$ cat src/rtl/datapath_controller_if.sv
// Host handshake and datapath control bundle for datapath_controller.
// Latency: wires only; timing is owned by the controller.
// Backpressure: none here; host_req/host_ack is a four-phase handshake.
//
// Ports (signals):
//   host_req / host_ack       : four-phase run request / run finished
//   busy, timeout, cycle_count: run status (registered in the controller)
//   opcode, fcode, DONE       : instruction fields and end-of-program flag from the datapath
//   START                     : datapath init/freeze, active-high
//   CTRL_*                    : decoded datapath control strobes
interface datapath_controller_if;
  logic        host_req;
  logic        host_ack;
  logic        busy;
  logic        timeout;
  logic [15:0] cycle_count;
  logic [3:0]  opcode;
  logic        fcode;
  logic        DONE;
  logic        START;
  logic        CTRL_branch_rel_nz;
  logic        CTRL_branch_rel_z;
  logic        CTRL_branch_abs;
  logic        CTRL_reg_write_en;
  logic        CTRL_reg_sel;
  logic        CTRL_lut_in;
  logic        CTRL_mem_to_reg;
  logic        CTRL_alu_src;
  logic        CTRL_alu_sc_in;
  logic        CTRL_read_mem;
  logic        CTRL_write_mem;
  logic [2:0]  CTRL_alu_op;

  // Host/datapath side: drives requests and instruction fields, observes controls.
  modport master (
    output host_req, opcode, fcode, DONE,
    input  host_ack, busy, timeout, cycle_count, START,
    input  CTRL_branch_rel_nz, CTRL_branch_rel_z, CTRL_branch_abs, CTRL_reg_write_en,
    input  CTRL_reg_sel, CTRL_lut_in, CTRL_mem_to_reg, CTRL_alu_src, CTRL_alu_sc_in,
    input  CTRL_read_mem, CTRL_write_mem, CTRL_alu_op
  );

  // Controller side.
  modport slave (
    input  host_req, opcode, fcode, DONE,
    output host_ack, busy, timeout, cycle_count, START,
    output CTRL_branch_rel_nz, CTRL_branch_rel_z, CTRL_branch_abs, CTRL_reg_write_en,
    output CTRL_reg_sel, CTRL_lut_in, CTRL_mem_to_reg, CTRL_alu_src, CTRL_alu_sc_in,
    output CTRL_read_mem, CTRL_write_mem, CTRL_alu_op
  );
endinterface

$ cat src/rtl/datapath_controller.sv
// Run sequencer (IDLE/LOAD/RUN/FINISH) plus combinational instruction decoder for the 9-bit datapath.
// Latency: request to first RUN cycle is 1+START_CYCLES edges; DONE to host_ack is one edge; CTRL is same-cycle.
// Backpressure: host holds host_req until host_ack; dropping host_req early aborts the run without ack.
//
// Ports: CLK (rising edge), reset_n (async active-low), bus (datapath_controller_if.slave):
//   status outputs START/busy/host_ack/timeout/cycle_count are registered, CTRL_* are combinational.
module datapath_controller #(
  parameter int unsigned START_CYCLES = 2,
  parameter logic [15:0] MAX_CYCLES   = 16'hFFFF
) (
  input logic                  CLK,
  input logic                  reset_n,
  datapath_controller_if.slave bus
);

  localparam int unsigned LW = $clog2(START_CYCLES + 1);

  typedef enum logic [1:0] {
    S_IDLE   = 2'd0,
    S_LOAD   = 2'd1,
    S_RUN    = 2'd2,
    S_FINISH = 2'd3
  } state_t;

  state_t        state_q;
  logic [LW-1:0] load_cnt_q;
  logic          start_q;
  logic          busy_q;
  logic          ack_q;
  logic          timeout_q;
  logic [15:0]   cycle_count_q;
  logic [15:0]   cycle_count_d;

  // Saturating run counter: parks at MAX_CYCLES instead of wrapping.
  assign cycle_count_d = (cycle_count_q == MAX_CYCLES) ? cycle_count_q : cycle_count_q + 16'd1;

  always_ff @(posedge CLK or negedge reset_n) begin
    if (!reset_n) begin
      state_q       <= S_IDLE;
      load_cnt_q    <= '0;
      start_q       <= 1'b1;
      busy_q        <= 1'b0;
      ack_q         <= 1'b0;
      timeout_q     <= 1'b0;
      cycle_count_q <= '0;
    end else begin
      case (state_q)
        S_IDLE: begin
          if (bus.host_req) begin
            state_q       <= S_LOAD;
            load_cnt_q    <= LW'(START_CYCLES);
            cycle_count_q <= '0;
            timeout_q     <= 1'b0;
            busy_q        <= 1'b1;
            start_q       <= 1'b1;
            ack_q         <= 1'b0;
          end
        end

        S_LOAD: begin
          if (!bus.host_req) begin
            state_q   <= S_IDLE;
            busy_q    <= 1'b0;
            start_q   <= 1'b1;
            timeout_q <= 1'b0;
          end else if (load_cnt_q == LW'(1)) begin
            // START drops on the same edge that enters RUN.
            state_q <= S_RUN;
            start_q <= 1'b0;
          end else begin
            load_cnt_q <= load_cnt_q - LW'(1);
          end
        end

        S_RUN: begin
          // Every RUN cycle counts, including the one that leaves RUN.
          cycle_count_q <= cycle_count_d;
          if (!bus.host_req) begin
            state_q   <= S_IDLE;
            busy_q    <= 1'b0;
            start_q   <= 1'b1;
            timeout_q <= 1'b0;
          end else if (bus.DONE) begin
            state_q   <= S_FINISH;
            busy_q    <= 1'b0;
            start_q   <= 1'b1;
            ack_q     <= 1'b1;
            timeout_q <= 1'b0;
          end else if (cycle_count_q == MAX_CYCLES - 16'd1) begin
            state_q   <= S_FINISH;
            busy_q    <= 1'b0;
            start_q   <= 1'b1;
            ack_q     <= 1'b1;
            timeout_q <= 1'b1;
          end
        end

        S_FINISH: begin
          if (!bus.host_req) begin
            state_q <= S_IDLE;
            ack_q   <= 1'b0;
          end
        end

        default: begin
          state_q <= S_IDLE;
          busy_q  <= 1'b0;
          start_q <= 1'b1;
          ack_q   <= 1'b0;
        end
      endcase
    end
  end

  assign bus.START       = start_q;
  assign bus.busy        = busy_q;
  assign bus.host_ack    = ack_q;
  assign bus.timeout     = timeout_q;
  assign bus.cycle_count = cycle_count_q;

  // Decoder. The DONE term blanks the strobes on the cycle the fetch unit
  // reports end-of-program, so the last fetched word never commits.
  logic       dec_en;
  logic       br_nz, br_z, br_abs, reg_we, reg_sel, lut_in, mem_to_reg;
  logic       alu_src, alu_sc_in, rd_mem, wr_mem;
  logic [2:0] alu_op;

  assign dec_en = (state_q == S_RUN) && !bus.DONE;

  always_comb begin
    br_nz      = 1'b0;
    br_z       = 1'b0;
    br_abs     = 1'b0;
    reg_we     = 1'b0;
    reg_sel    = 1'b0;
    lut_in     = 1'b0;
    mem_to_reg = 1'b0;
    alu_src    = 1'b0;
    alu_sc_in  = 1'b0;
    rd_mem     = 1'b0;
    wr_mem     = 1'b0;
    alu_op     = 3'd0;
    if (dec_en) begin
      case (bus.opcode)
        4'd0, 4'd1, 4'd2, 4'd3, 4'd4: begin
          alu_op = bus.opcode[2:0];
          reg_we = 1'b1;
        end
        4'd5, 4'd6: begin
          // Shifts take their shift-in bit from fcode.
          alu_op    = bus.opcode[2:0];
          reg_we    = 1'b1;
          alu_sc_in = bus.fcode;
        end
        4'd7: begin
          alu_src = 1'b1;
          reg_we  = 1'b1;
        end
        4'd8: begin
          rd_mem     = 1'b1;
          mem_to_reg = 1'b1;
          reg_we     = 1'b1;
        end
        4'd9:  wr_mem = 1'b1;
        4'd10: br_z   = 1'b1;
        4'd11: br_nz  = 1'b1;
        4'd12: br_abs = 1'b1;
        4'd13: begin
          br_abs = 1'b1;
          lut_in = 1'b1;
        end
        4'd14: begin
          reg_sel = 1'b1;
          reg_we  = 1'b1;
        end
        default: alu_op = 3'd1; // CMP: SUB for flags, no writeback
      endcase
    end
  end

  assign bus.CTRL_branch_rel_nz = br_nz;
  assign bus.CTRL_branch_rel_z  = br_z;
  assign bus.CTRL_branch_abs    = br_abs;
  assign bus.CTRL_reg_write_en  = reg_we;
  assign bus.CTRL_reg_sel       = reg_sel;
  assign bus.CTRL_lut_in        = lut_in;
  assign bus.CTRL_mem_to_reg    = mem_to_reg;
  assign bus.CTRL_alu_src       = alu_src;
  assign bus.CTRL_alu_sc_in     = alu_sc_in;
  assign bus.CTRL_read_mem      = rd_mem;
  assign bus.CTRL_write_mem     = wr_mem;
  assign bus.CTRL_alu_op        = alu_op;

endmodule

$ cat src/flat_wrapper.sv
// flat-port wrapper written by rule: the top's interface ports become plain ports
module datapath_controller_flat 
#(
  parameter int unsigned START_CYCLES = 2,
  parameter logic [15:0] MAX_CYCLES   = 16'hFFFF
)
  (CLK, reset_n, bus_host_req, bus_opcode, bus_fcode, bus_DONE, bus_host_ack, bus_busy, bus_timeout, bus_cycle_count, bus_START, bus_CTRL_branch_rel_nz, bus_CTRL_branch_rel_z, bus_CTRL_branch_abs, bus_CTRL_reg_write_en, bus_CTRL_reg_sel, bus_CTRL_lut_in, bus_CTRL_mem_to_reg, bus_CTRL_alu_src, bus_CTRL_alu_sc_in, bus_CTRL_read_mem, bus_CTRL_write_mem, bus_CTRL_alu_op);
  datapath_controller_if bus_i ();
  input logic CLK;
  input logic reset_n;
  input wire logic [$bits(bus_i.host_req)-1:0] bus_host_req;
  input wire logic [$bits(bus_i.opcode)-1:0] bus_opcode;
  input wire logic [$bits(bus_i.fcode)-1:0] bus_fcode;
  input wire logic [$bits(bus_i.DONE)-1:0] bus_DONE;
  output wire logic [$bits(bus_i.host_ack)-1:0] bus_host_ack;
  output wire logic [$bits(bus_i.busy)-1:0] bus_busy;
  output wire logic [$bits(bus_i.timeout)-1:0] bus_timeout;
  output wire logic [$bits(bus_i.cycle_count)-1:0] bus_cycle_count;
  output wire logic [$bits(bus_i.START)-1:0] bus_START;
  output wire logic [$bits(bus_i.CTRL_branch_rel_nz)-1:0] bus_CTRL_branch_rel_nz;
  output wire logic [$bits(bus_i.CTRL_branch_rel_z)-1:0] bus_CTRL_branch_rel_z;
  output wire logic [$bits(bus_i.CTRL_branch_abs)-1:0] bus_CTRL_branch_abs;
  output wire logic [$bits(bus_i.CTRL_reg_write_en)-1:0] bus_CTRL_reg_write_en;
  output wire logic [$bits(bus_i.CTRL_reg_sel)-1:0] bus_CTRL_reg_sel;
  output wire logic [$bits(bus_i.CTRL_lut_in)-1:0] bus_CTRL_lut_in;
  output wire logic [$bits(bus_i.CTRL_mem_to_reg)-1:0] bus_CTRL_mem_to_reg;
  output wire logic [$bits(bus_i.CTRL_alu_src)-1:0] bus_CTRL_alu_src;
  output wire logic [$bits(bus_i.CTRL_alu_sc_in)-1:0] bus_CTRL_alu_sc_in;
  output wire logic [$bits(bus_i.CTRL_read_mem)-1:0] bus_CTRL_read_mem;
  output wire logic [$bits(bus_i.CTRL_write_mem)-1:0] bus_CTRL_write_mem;
  output wire logic [$bits(bus_i.CTRL_alu_op)-1:0] bus_CTRL_alu_op;
  assign bus_i.host_req = bus_host_req;
  assign bus_i.opcode = bus_opcode;
  assign bus_i.fcode = bus_fcode;
  assign bus_i.DONE = bus_DONE;
  assign bus_host_ack = bus_i.host_ack;
  assign bus_busy = bus_i.busy;
  assign bus_timeout = bus_i.timeout;
  assign bus_cycle_count = bus_i.cycle_count;
  assign bus_START = bus_i.START;
  assign bus_CTRL_branch_rel_nz = bus_i.CTRL_branch_rel_nz;
  assign bus_CTRL_branch_rel_z = bus_i.CTRL_branch_rel_z;
  assign bus_CTRL_branch_abs = bus_i.CTRL_branch_abs;
  assign bus_CTRL_reg_write_en = bus_i.CTRL_reg_write_en;
  assign bus_CTRL_reg_sel = bus_i.CTRL_reg_sel;
  assign bus_CTRL_lut_in = bus_i.CTRL_lut_in;
  assign bus_CTRL_mem_to_reg = bus_i.CTRL_mem_to_reg;
  assign bus_CTRL_alu_src = bus_i.CTRL_alu_src;
  assign bus_CTRL_alu_sc_in = bus_i.CTRL_alu_sc_in;
  assign bus_CTRL_read_mem = bus_i.CTRL_read_mem;
  assign bus_CTRL_write_mem = bus_i.CTRL_write_mem;
  assign bus_CTRL_alu_op = bus_i.CTRL_alu_op;
  datapath_controller #(.START_CYCLES(START_CYCLES), .MAX_CYCLES(MAX_CYCLES)) u_core (.CLK(CLK), .reset_n(reset_n), .bus(bus_i));
endmodule
$ cat config.mk
export PLATFORM = sky130hd
export DESIGN_NAME = datapath_controller_flat
export DESIGN_NICKNAME = d
export VERILOG_FILES = /design/src/rtl/datapath_controller_if.sv /design/src/rtl/datapath_controller.sv /design/src/flat_wrapper.sv
export SDC_FILE = /design/constraint.sdc
export NUM_CORES = 1
export LEC_CHECK = 0
export CAP_MARGIN = 30
export CORE_MARGIN = 8
export CORE_UTILIZATION = 45
export CTS_BUF_LIST = sky130_fd_sc_hd__clkbuf_4 sky130_fd_sc_hd__clkbuf_8 sky130_fd_sc_hd__clkbuf_16
export CTS_CLUSTER_DIAMETER = 30
export CTS_CLUSTER_SIZE = 30
export DETAILED_ROUTE_END_ITERATION = 10
export GPL_TIMING_DRIVEN = 0
export PLACE_DENSITY = 0.73
export SETUP_SLACK_MARGIN = 0.02
export SKIP_LAST_GASP = 1
export SYNTH_ARGS = -nofsm -noshare
export SYNTH_HDL_FRONTEND = slang
export SYNTH_SLANG_ARGS = --single-unit
$ cat constraint.sdc
create_clock -name CLK -period 3.88 [get_ports CLK]
set_input_delay 0.97 -clock CLK [delete_from_list [all_inputs] [get_ports CLK]]
set_output_delay 0.97 -clock CLK [all_outputs]
set_load 0.03 [all_outputs]
* Word-level counts from Yosys, hierarchy flattened
Index checks and enable logic that the tools add are counted.
** Storage, ports and cells
- Register bits after elaboration :: 24
- Latch bits :: 0
- Bits in writable memories :: 0
- Bits in read-only memories :: 0
- Input port bits :: 9
- Output and inout bits :: 34
- Logic and storage cells :: 113
- Memories :: 0
** Operators by class
- Add/subtract/negate cells :: 2
- Multiply operators :: 0
- Div/mod/pow operators :: 0
- Order comparisons :: 0
- Eq/ne operators :: 30
- Shift operators :: 0
- Muxes and demuxes :: 55
- Bitwise logic cells :: 0
- Reductions and logical operators :: 19
** Operator list (number)
- $mux 1 :: 34
- $eq 16x16->1 const B :: 2
- $mux 16 :: 2
- $pmux 16 s2 :: 1
- $eq 4x4->1 const B :: 7
- $mux 2 :: 10
- $add 16x1->16 const B :: 1
- $eq 4x3->1 const B :: 4
- $reduce_and 4->1 :: 4
- $ne 2x2->1 const B :: 7
- $pmux 1 s3 :: 4
- $reduce_or 10->1 :: 1
- $eq 4x2->1 const B :: 2
- $pmux 2 s4 :: 1
- $reduce_or 8->1 :: 1
- $reduce_or 7->1 :: 1
- $ne 3x2->1 const B :: 2
- $pmux 3 s2 :: 1
- $reduce_bool 3->1 :: 2
- $reduce_and 5->1 :: 1
- $eq 2x1->1 const B :: 2
- $eq 2x2->1 const B :: 2
- $eq 4x1->1 const B :: 1
- $logic_not 4->1 :: 1
- other kinds (10) :: 12

* Logic depth before layout (Yosys ltp)
- Word-level depth :: 5
- Gate-level depth with buffers :: 8
- Gate-level depth less buffers :: 6

* Worst setup path after synthesis
Ideal clock, no wire load.
- Kind :: input -> output
- Start point :: in bus_DONE
- End point :: out bus_CTRL_read_mem
- Arrival :: 2.387 ns
- Required time :: 2.910 ns
- Slack :: 0.523 ns
- Stages :: 4
- Buffers on the path :: 1
- Cells stage by stage :: nor2b_1 nand3b_1 nor3_1 buf_4
** Between the ends
- Cells in the longest elaborated chain, start to end :: 3
** Ends and longest elaborated chain
- start: declaration :: RTL line flat_wrapper.sv:14 : input wire logic [$bits(bus_i.DONE)-1:0] bus_DONE;
- $logic_not 1->1 :: RTL line datapath_controller.sv:128 : assign dec_en = (state_q == S_RUN) && !bus.DONE;
- $logic_and 1x1->1 :: RTL line datapath_controller.sv:128
- $mux 1
- end: declaration :: RTL line flat_wrapper.sv:29 : output wire logic [$bits(bus_i.CTRL_read_mem)-1:0] bus_CTRL_read_mem;
No other way between the ends.

* Worst setup path after layout
- Start point :: in bus_DONE
- End point :: out bus_CTRL_alu_sc_in
** Between the ends
- Cells in the longest elaborated chain, start to end :: 3
** Ends and longest elaborated chain
- $logic_not 1->1 :: RTL line datapath_controller.sv:128
- $logic_and 1x1->1 :: RTL line datapath_controller.sv:128
- $mux 1 :: RTL line datapath_controller.sv:143 : if (dec_en) begin
- end: declaration :: RTL line flat_wrapper.sv:28 : output wire logic [$bits(bus_i.CTRL_alu_sc_in)-1:0] bus_CTRL_alu_sc_in;
No other way between the ends.

==> out/qor.csv <==
metric;value;unit
critical_path_arrival;2750;ps
placeableCoreArea;3720;sq um
largest_net_degree_at_the_start_of_global_routing;17;
synth_enable_flop_cells;0;
final_min_period_over_clock_period;95.9;%
achievable_clock_frequency;269;MHz
ff2ff_path_depth;6;
avgSynthCellArea;8.47;sq um
die_h;78.4;um
worstSetupStartpointType;primary input;
final_ws_setup;160;ps
slew_violations;0;
num_vias;1756;
placed_cells;297;
timing.final.setup_violations;0;
drtPass1Iterations;4;
synth_nets;226;
postSynth.asyncResetShare;100;%
place.gp.congestion;0.847;
crit_path_max_fo;3;
drt-initial-drc-count;130;
tightest_slew;896;ps
r2r-start;u_core.state_q[0]$_DFFE_PN0P_;
vias_in_the_first_global_route;1574;
detailedPlace.worstSlack;-95.7;ps
required;2910;ps
vdd_ir_drop_max;270;uV
fp.dieArea;6150;sq um
ys_dominant_reg_cell;sky130_fd_sc_hd__dfrtp_1;
cts_buffer_depth;2;
rows;22;
hold_path.class;flip-flop to flip-flop;
clkSinkCount;24;
initial_utilization;47.2;%
cts_htree_levels;1;
worst_skew_pair.late_latency;270;ps
detailed_place_hpwl;3540;um
postCtsSetupBuffers;0;
nNetsFinal;273;
grt_pass1_wl;7670;um
timing.max_cap.violations;0;
holdCritStartpoint;u_core.bus.busy$_DFFE_PN0P_;
grt_util_all_layers;14.8;%
floorplan.die.width;78.4;um
synth.ff_latch_count;24;
period_minus_slack;3720;ps
slew-limit-headroom;39.8;%
detailed_route_wire_length_per_cell;15.6;um
holdWs;530;ps
syn2layout_area_growth;31.7;%
hold_path_end;u_core.bus.busy$_DFFE_PN0P_;
design.portCount;43;
route.detailed.drc;0;
post_synth_num_cell_types;46;
ys_warn_count;0;
clk_root_buffer_cell;sky130_fd_sc_hd__clkbuf_8;
drive_above_1_share;6.32;%
cts_made_buffers;3;
antenna_cells;0;
power.density_cell_area;368;nW/um^2
grt_setup_unrepaired;false;
syn-cell-area;1750;sq um
placement.io_buffers;41;
finalHoldViolCount;0;
share_of_the_yosys_chip_area_belonging_to_registers;34.3;%
status;finished clean;
initial_antenna_violation_count;0;
r2r_setup_slack;1320;ps
synth_cells;207;
worst_r2r_endpoint;u_core.bus.cycle_count[14]$_DFFE_PN0P_;
route.final.wire_length;4690;um
power.static_leakage;0.896;nW
finish.cell_count_without_fillers;301;
worstSetupEndpointType;output port;
clk_pin_slew;80;ps
holdBufCountCts;0;
routed_via_density;5.83;
cts_tree;yes;
grt_remaining_overflow;0;
setup.worst_path.class;primary input to output port;
worstHoldPathCells;2;
clock_skew;7.92;ps
ant_nets;0;
cell type report:
cell class | instances | area [sq um]
fill | 346 | 1410
multi-input combinational | 164 | 1080
sequential | 24 | 602
timing repair buffer | 42 | 439
tap | 48 | 60.1
clock buffer | 4 | 55.1
buffer | 11 | 47.5
inverter | 8 | 30.0
flip-flops by register name, indices dropped and copies added, names as in the netlist:
name / count
u_core.state_q: 2
u_core.bus.timeout: 1
u_core.load_cnt_q: 2
u_core.bus.cycle_count: 16
u_core.bus.START: 1
u_core.bus.busy: 1
u_core.bus.host_ack: 1
synthesized netlist by cell type, types with 2 or more instances:
cell / number / area, sq um
sky130_fd_sc_hd__nor4_1: 3 / 18.8
sky130_fd_sc_hd__nand4_1: 11 / 68.8
sky130_fd_sc_hd__o21ai_0: 14 / 70.1
sky130_fd_sc_hd__inv_1: 8 / 30.0
sky130_fd_sc_hd__a22o_1: 2 / 17.5
sky130_fd_sc_hd__a21oi_1: 12 / 60.1
sky130_fd_sc_hd__nor2b_1: 3 / 18.8
sky130_fd_sc_hd__a22oi_1: 2 / 15.0
sky130_fd_sc_hd__nor2_1: 14 / 52.6
sky130_fd_sc_hd__and3_1: 5 / 31.3
sky130_fd_sc_hd__ha_1: 10 / 125
sky130_fd_sc_hd__nand2b_1: 5 / 31.3
sky130_fd_sc_hd__mux2i_1: 3 / 30.0
sky130_fd_sc_hd__nor3_1: 4 / 20.0
sky130_fd_sc_hd__nand3b_1: 3 / 22.5
sky130_fd_sc_hd__xor2_1: 2 / 17.5
sky130_fd_sc_hd__clkbuf_1: 8 / 30.0
sky130_fd_sc_hd__or4_1: 8 / 60.1
sky130_fd_sc_hd__nand2_1: 13 / 48.8
sky130_fd_sc_hd__a211oi_1: 3 / 22.5
sky130_fd_sc_hd__and4_1: 2 / 17.5
sky130_fd_sc_hd__or3_1: 4 / 25.0
sky130_fd_sc_hd__nand3_1: 13 / 65.1
sky130_fd_sc_hd__dfrtp_1: 23 / 576
sky130_fd_sc_hd__o31ai_1: 8 / 60.1
sky130_fd_sc_hd__o211ai_1: 4 / 30.0
where the power goes:
group	leakage [nW]	internal (W)	switching (W)	total, W
combinational	0.546	0.000143	0.000218	0.000361
clock	0.0288	0.0000907	0.0000800	0.000171
sequential	0.321	0.000288	0.0000316	0.000319
total	0.896	0.000522	0.000329	0.000851
repair_timing:
item | CTS | global route
endpoints found under the setup margin | 2 | 1
pin swaps | 0 | 0
gates resized for setup | 2 | 1
cell families (layout without fill, tap and decap cells):
kind of cell             after synthesis  in the layout  share of synthesized area, %
AND/OR/NAND/NOR                       94             94                          30.8
adder cells (fa/ha/maj)               10             10                          7.13
multiplexers                           4              4                          2.35
buffers and inverters                 19             65                          4.42
flip-flops                            24             24                          34.3
XOR/XNOR                               2              2                         0.999
AO/OA/AOI/OAI                         54             54                          20.0
per-layer routing:
layer	share of wire (%)	global-route usage (%)	wire, um
met5	0	0	0
met4	1.0	4.26	49
met3	6.5	3.19	303
met2	43	21.7	2040
met1	49	21.0	2290
critical path, cell delays in order:
cell                              delay, ps
sky130_fd_sc_hd__clkdlybuf4s50_1        470
sky130_fd_sc_hd__nand2b_1               220
sky130_fd_sc_hd__nor2_1                 170
sky130_fd_sc_hd__nand3_1                 90
sky130_fd_sc_hd__a21oi_1                130
sky130_fd_sc_hd__clkdlybuf4s50_1        690
stage by stage:
stage,util [%],area [sq um],TNS (ps),total power (W)
CTS,62.1,2310,0,0.000860
global placement,59.9,2220,-168,0.000673
floorplan,-,1750,0,0.000567
detailed placement,60.6,2250,-108,0.000683
finish,62.2,2310,0,0.000851
global route,62.2,2310,0,0.000909
cell usage in the layout, fill, tap and decap left out, types with 2 or more instances in the layout:
| cell type | n |
|---|---|
| sky130_fd_sc_hd__nand2_1 | 13 |
| sky130_fd_sc_hd__a21oi_1 | 12 |
| sky130_fd_sc_hd__nor3_1 | 4 |
| sky130_fd_sc_hd__nor2b_1 | 2 |
| sky130_fd_sc_hd__dfrtp_1 | 23 |
| sky130_fd_sc_hd__nand3_1 | 13 |
| sky130_fd_sc_hd__nand3b_1 | 3 |
| sky130_fd_sc_hd__a22oi_1 | 2 |
| sky130_fd_sc_hd__mux2i_1 | 3 |
| sky130_fd_sc_hd__o211ai_1 | 4 |
| sky130_fd_sc_hd__and4_1 | 2 |
| sky130_fd_sc_hd__nor4_1 | 3 |
| sky130_fd_sc_hd__or4_1 | 8 |
| sky130_fd_sc_hd__xor2_1 | 2 |
| sky130_fd_sc_hd__nor2_1 | 14 |
| sky130_fd_sc_hd__a22o_1 | 2 |
| sky130_fd_sc_hd__o21ai_0 | 14 |
| sky130_fd_sc_hd__and3_1 | 5 |
| sky130_fd_sc_hd__nand4_1 | 11 |
| sky130_fd_sc_hd__ha_1 | 10 |
| sky130_fd_sc_hd__clkbuf_1 | 8 |
| sky130_fd_sc_hd__clkdlybuf4s50_1 | 39 |
| sky130_fd_sc_hd__nand2b_1 | 5 |
| sky130_fd_sc_hd__inv_1 | 8 |
| sky130_fd_sc_hd__or3_1 | 4 |
| sky130_fd_sc_hd__o31ai_1 | 8 |
| sky130_fd_sc_hd__a211oi_1 | 3 |
| sky130_fd_sc_hd__clkbuf_8 | 4 |
worst max-delay path by stage:
stage	depth (start not counted)	start	end
final	6	bus_DONE	bus_CTRL_alu_sc_in
after global routing	6	bus_DONE	bus_CTRL_alu_sc_in
after CTS	5	bus_DONE	bus_CTRL_mem_to_reg
after detailed placement	6	bus_DONE	bus_CTRL_read_mem
after global placement	6	bus_DONE	bus_CTRL_read_mem
after floorplan	4	bus_DONE	bus_CTRL_read_mem
(Power assumes the default switching activity.)
==> RTL change 1: new RTL, config.mk and constraints unchanged <==
`START_CYCLES` is set to 2 in 2 places; all go to 4.
--- a/src/rtl/datapath_controller.sv
+++ b/src/rtl/datapath_controller.sv
@@ -5,7 +5,7 @@
 // Ports: CLK (rising edge), reset_n (async active-low), bus (datapath_controller_if.slave):
 //   status outputs START/busy/host_ack/timeout/cycle_count are registered, CTRL_* are combinational.
 module datapath_controller #(
-  parameter int unsigned START_CYCLES = 2,
+  parameter int unsigned START_CYCLES = 4,
   parameter logic [15:0] MAX_CYCLES   = 16'hFFFF
 ) (
   input logic                  CLK,
--- a/src/flat_wrapper.sv
+++ b/src/flat_wrapper.sv
@@ -1,7 +1,7 @@
 // flat-port wrapper written by rule: the top's interface ports become plain ports
 module datapath_controller_flat 
 #(
-  parameter int unsigned START_CYCLES = 2,
+  parameter int unsigned START_CYCLES = 4,
   parameter logic [15:0] MAX_CYCLES   = 16'hFFFF
 )
   (CLK, reset_n, bus_host_req, bus_opcode, bus_fcode, bus_DONE, bus_host_ack, bus_busy, bus_timeout, bus_cycle_count, bus_START, bus_CTRL_branch_rel_nz, bus_CTRL_branch_rel_z, bus_CTRL_branch_abs, bus_CTRL_reg_write_en, bus_CTRL_reg_sel, bus_CTRL_lut_in, bus_CTRL_mem_to_reg, bus_CTRL_alu_src, bus_CTRL_alu_sc_in, bus_CTRL_read_mem, bus_CTRL_write_mem, bus_CTRL_alu_op);
Check against the original RTL: not equivalent (Yosys sat finds a counterexample within 4 cycles, from zero or initial values and one cycle with reset_n low).
==> RTL change 1 against the original RTL <==
  * Routed wire length shrank 17%
  * Worst setup slack better by 0.079 ns
  * Hold slack lost 0.052 ns
  * Sequential cell count rose by 1
  * Critical path type unchanged
  * Synthesized area down 2.2%
  * Sequential share of layout area increased by 1.7 points
  * Cell count down 3.7%
  * Design area decreased by 2.1%
  * Via count down 14%
  * Clock skew down 0.0016 ns
  * Power is 16% higher
  * Count of clock-buffer cells in the layout shrank 1
==> RTL change 1: results <==
[global_route]
gr-usage-all-layers = 0.130
grt_antenna_before_repair = 0
grt_max_degree = 21
grt_pass1_wl_um = 6760

[finish]
drive_above_1_share = 0.0744
non_clock_buffer_count = 49
diodes = 0
seq_area_frac = 0.277
inverters_excl_clock = 11
layout.nonclk_buf_frac = 0.212
clock_buffers = 3
multi_input_area_share = 0.445
multi_input_cells = 153
num-fill-cells = 326
fin_nets = 263
fin_area_sq_mm = 0.00226
design.seq.count = 25
final-clk-cell-share = 0.0216

[outcome]
status = complete, no violations

[critical_path]
cp_data_arrival_time_ns = 2.67
cp_max_fo = 8
crit_path_end = bus_CTRL_write_mem
cp_slowest_stage_delay_ns = 0.67
worstRegToRegCells = 7
rrSetupSlack_ns = 1.66
startpoint = bus_DONE

[placement]
hpwl_um = 3040
place_inst = 286
dpl_cell_area_sq_mm = 0.00221
gp_congestion = 0.824
dp_slack_ns = -0.0970

[pwr]
peakVddDrop_uv = 305
leakagePower_nw = 0.982
seq_power_mw = 0.353
seqPwrFrac = 0.358
p_clk_mw = 0.157
switching_share = 0.409

[synthesis]
synthCells = 196
ys_seq_area_frac = 0.365
ys_top_cells_by_count = 24 x dfrtp_1, 24 x nor2_1, 23 x nand2_1
synth_nets = 216
ys_top_cells_by_area = dfrtp_1 35%, ha_1 8.0%, nor2_1 5.3%, nand2_1 5.0%, xnor2_1 4.6%

[hold_path]
hold_start = u_core.bus.START$_DFFE_PN1P_
worst_hold_path_type = reg -> reg
holdPathEnd = u_core.bus.START$_DFFE_PN1P_

[drt]
drtIter0Drc = 46
routed_via_density = 5.20
num_vias = 1508
ant_nets = 0
post_drt_wl_per_cell_um = 13.3

[sta]
skew_ns = 0.00631
hold_ws_ns = 0.478
slew_headroom = 0.529

[clock_network]
cts_root_buf = clkbuf_8
cts.clk_slew.worst_paths_ns = 0.09
ctsResizeCount = 2
post_cts_buffers = 0
clock_latency_ns = 0.27

[floorplan]
dieArea_sq_mm = 0.00604
[RTL change 1: cell types whose count changed in the layout (fill, tap and decap cells not counted), moves of 3 or more]
cell / change
a21oi_1: -3
and3_1: -3
clkbuf_1: -6
inv_1: +3
nand2_1: +10
nand3_1: -4
nand4_1: -7
nor2_1: +10
o211ai_1: -4
o21ai_0: -5
o31ai_1: -6
or3_1: -4
or4_1: -8
xnor2_1: +9
[RTL change 1: routing by layer]
metal	part of all wire	GRT usage	routed length, um	vias up
li1	-	-	-	778
met1	0.51	0.174	1960	698
met2	0.43	0.201	1660	30
met3	0.055	0.0380	213	2
met4	0.0088	0.0321	34	0
met5	0	0	0	-
[RTL change 1: cells by family after synthesis]
family | after synthesis | synth area share
flip-flops | 25 | 0.365
multiplexers | 3 | 0.0182
AND/OR/NAND/NOR | 92 | 0.292
XOR/XNOR | 11 | 0.0562
adder cells (fa/ha/maj) | 11 | 0.0802
AO/OA/AOI/OAI | 36 | 0.141
buffers and inverters | 18 | 0.0474
==> RTL change 2: new RTL, same flow settings <==
Without the edit above. Encoding of `state_t`: now one-hot (4 bits for 4 states).
--- a/src/rtl/datapath_controller.sv
+++ b/src/rtl/datapath_controller.sv
@@ -15,11 +15,11 @@
 
   localparam int unsigned LW = $clog2(START_CYCLES + 1);
 
-  typedef enum logic [1:0] {
-    S_IDLE   = 2'd0,
-    S_LOAD   = 2'd1,
-    S_RUN    = 2'd2,
-    S_FINISH = 2'd3
+  typedef enum logic [3:0] {
+    S_IDLE   = 4'b0001,
+    S_LOAD   = 4'b0010,
+    S_RUN    = 4'b0100,
+    S_FINISH = 4'b1000
   } state_t;
 
   state_t        state_q;
Function: same outputs for any inputs over 10 cycles, from zero or initial values and one cycle with reset_n low; not proved beyond that.
==> RTL change 2 against the original RTL <==
  * Sequential share of layout area is 3.8 points higher
  * Die area is 5.4% lower
  * Sequential cell count is 2 higher
  * Highest routed layer unchanged
  * Non-clock buffer count is 3 lower
  * Routed wire length is 11% lower
  * Largest cell class unchanged
  * Worst setup slack better by 0.015 ns
  * Synthesized area is 6.7% lower
  * Design area is 5.3% lower
  * Critical path depth is 1 higher
Power is not compared: it rests on default switching activity, and its combinational part moved more than twofold at a synthesized area within 25%.
==> RTL change 2: results <==
[placement]
dpl_cell_area_sq_mm = 0.00213
place_inst = 286
hpwl_um = 3170
numPortBuffers = 41
gp_congestion = 0.787

[global_route]
grt_max_degree = 21
overflow = 0
grt_pass1_wl_um = 7510
grt_antenna_before_repair = 0
gr-usage-all-layers = 0.149

[synthesis]
synth.avg_cell_area_sq_um = 8.35
synth_nets = 208
async_flop_share = 1.00
synth-main-ff-cell = dfrtp_1
ys_seq_area_frac = 0.399
ys_top_cells_by_count = 26 x nor2_1, 24 x dfrtp_1, 21 x nand2_1
yosysWarningCount = 0
synth.distinct_cells = 49
ys_top_cells_by_area = dfrtp_1 37%, nor2_1 6.0%, nand2_1 4.8%, a21oi_1 3.4%, dfstp_2 3.2%

[critical_path]
cp_data_arrival_time_ns = 2.73
crit_slowest_cell = clkdlybuf4s50_1
worstRegToRegCells = 6
cp_slowest_stage_delay_ns = 0.68
crit_path_end = bus_CTRL_reg_sel
r2r_end = u_core.bus.cycle_count[5]$_DFFE_PN0P_
r2r_start = u_core.bus.cycle_count[0]$_DFFE_PN0P_
rrSetupSlack_ns = 1.62
startpoint = u_core.state_q[1]$_DFFE_PN0P_
cpLargestDelayFamily = buffers and inverters
cp_max_fo = 9

[hold_path]
worst_hold_path_type = reg -> reg

[clock_network]
clock_latency_ns = 0.33
post_cts_buffers = 0
clockBufferDepth = 2
ctsResizeCount = 2
cts_made_buffers = 3
htree_levels = 1
cts.clk_slew.worst_paths_ns = 0.14
cts_root_buf = clkbuf_4

[drt]
routed_via_density = 5.42
drtIter0Drc = 97
first_pass_iters = 4
post_drt_wl_per_cell_um = 14.3
met1_length_um = 2100
num_vias = 1571
met3RoutedLength_um = 204
wl_met2_um = 1800
routed.top_layer = met4

[pwr]
leakagePower_nw = 0.961
peakVddDrop_uv = 243

[finish]
largest_reg_flops = 16
diodes = 0
drive_above_1_share = 0.0744
fin_nets = 255

[sta]
skew_ns = 0.00482
tightest_slew_ns = 0.568

[outcome]
status = complete, no violations
==> RTL change 2: cell types whose count changed in the layout (fill, tap and decap cells not counted), sizes merged, moves of 3 or more <==
cell / before / now
a31oi: 1 / 5
clkbuf: 13 / 9
clkdlybuf4s50: 39 / 33
dlymetal6s2s: 1 / 6
ha: 10 / 3
mux2i: 3 / 0
nand2: 13 / 21
nand3: 14 / 10
nand4: 11 / 6
nor2: 14 / 26
o211ai: 4 / 1
o31ai: 8 / 1
or4: 8 / 1
xnor2: 0 / 3
==> RTL change 2: metal layers <==
metal / GRT usage / up-vias
met1: 0.199 / 725
met4: 0.0481 / 0
met2: 0.229 / 45
met3: 0.0342 / 5
li1: - / 796
met5: 0 / -
==> RTL change 2: layout make-up <==
cell class              instances  area (sq um)
fillers                       324          1390
multi-input cells             155           918
flip-flops and latches         26           653
repair buffers                 42           450
well taps                      48          60.1
plain buffers                   8          43.8
clock buffers                   4          36.3
inverters                       7          26.3
==> RTL change 2: how the worst min path moves through the flow <==
stage | from | endpoint | depth (start not counted) | slack (ns)
after global placement | u_core.bus.busy$_DFFE_PN0P_ | u_core.bus.busy$_DFFE_PN0P_ | 2 | 0.46
after CTS | u_core.bus.START$_DFFE_PN1P_ | u_core.bus.START$_DFFE_PN1P_ | 2 | 0.50
final | u_core.bus.START$_DFFE_PN1P_ | u_core.bus.START$_DFFE_PN1P_ | 2 | 0.50
after floorplan | u_core.load_cnt_q[0]$_DFFE_PN0P_ | u_core.load_cnt_q[0]$_DFFE_PN0P_ | 1 | 0.47
after global routing | u_core.bus.START$_DFFE_PN1P_ | u_core.bus.START$_DFFE_PN1P_ | 2 | 0.52
after detailed placement | u_core.bus.START$_DFFE_PN1P_ | u_core.bus.START$_DFFE_PN1P_ | 2 | 0.48
==> RTL change 2: cells by family after synthesis <==
logic type,count (synthesis),share of synthesized area
xor gates and xnor gates,6,0.0321
adders and majority gates,3,0.0229
DFF,26,0.399
AOI/OAI and AO/OA,45,0.172
and+or+nand+nor,101,0.331
buffers and inverters,15,0.0428
==> RTL change 2: tightest hold or removal path: cells and delay by family, from the launching register on <==
kind	cells	cell delay, ns
simple gates	1	0.06
compound gates	1	0.06
flops	1	0.40
==> RTL change 2: where the power goes <==
group	internal, mW	switching (mW)	total (mW)
logic	0.0709	0.101	0.172
clock network	0.0575	0.0832	0.141
registers	0.297	0.0305	0.327
total	0.425	0.214	0.640
==> RTL change 2: through the flow <==
stage               setup slack [ns]   util
floorplan                      0.444      -
global placement             -0.0264  0.589
detailed placement           -0.0491  0.597
CTS                           0.0855  0.606
global route                  0.0268  0.612
finish                         0.176  0.612
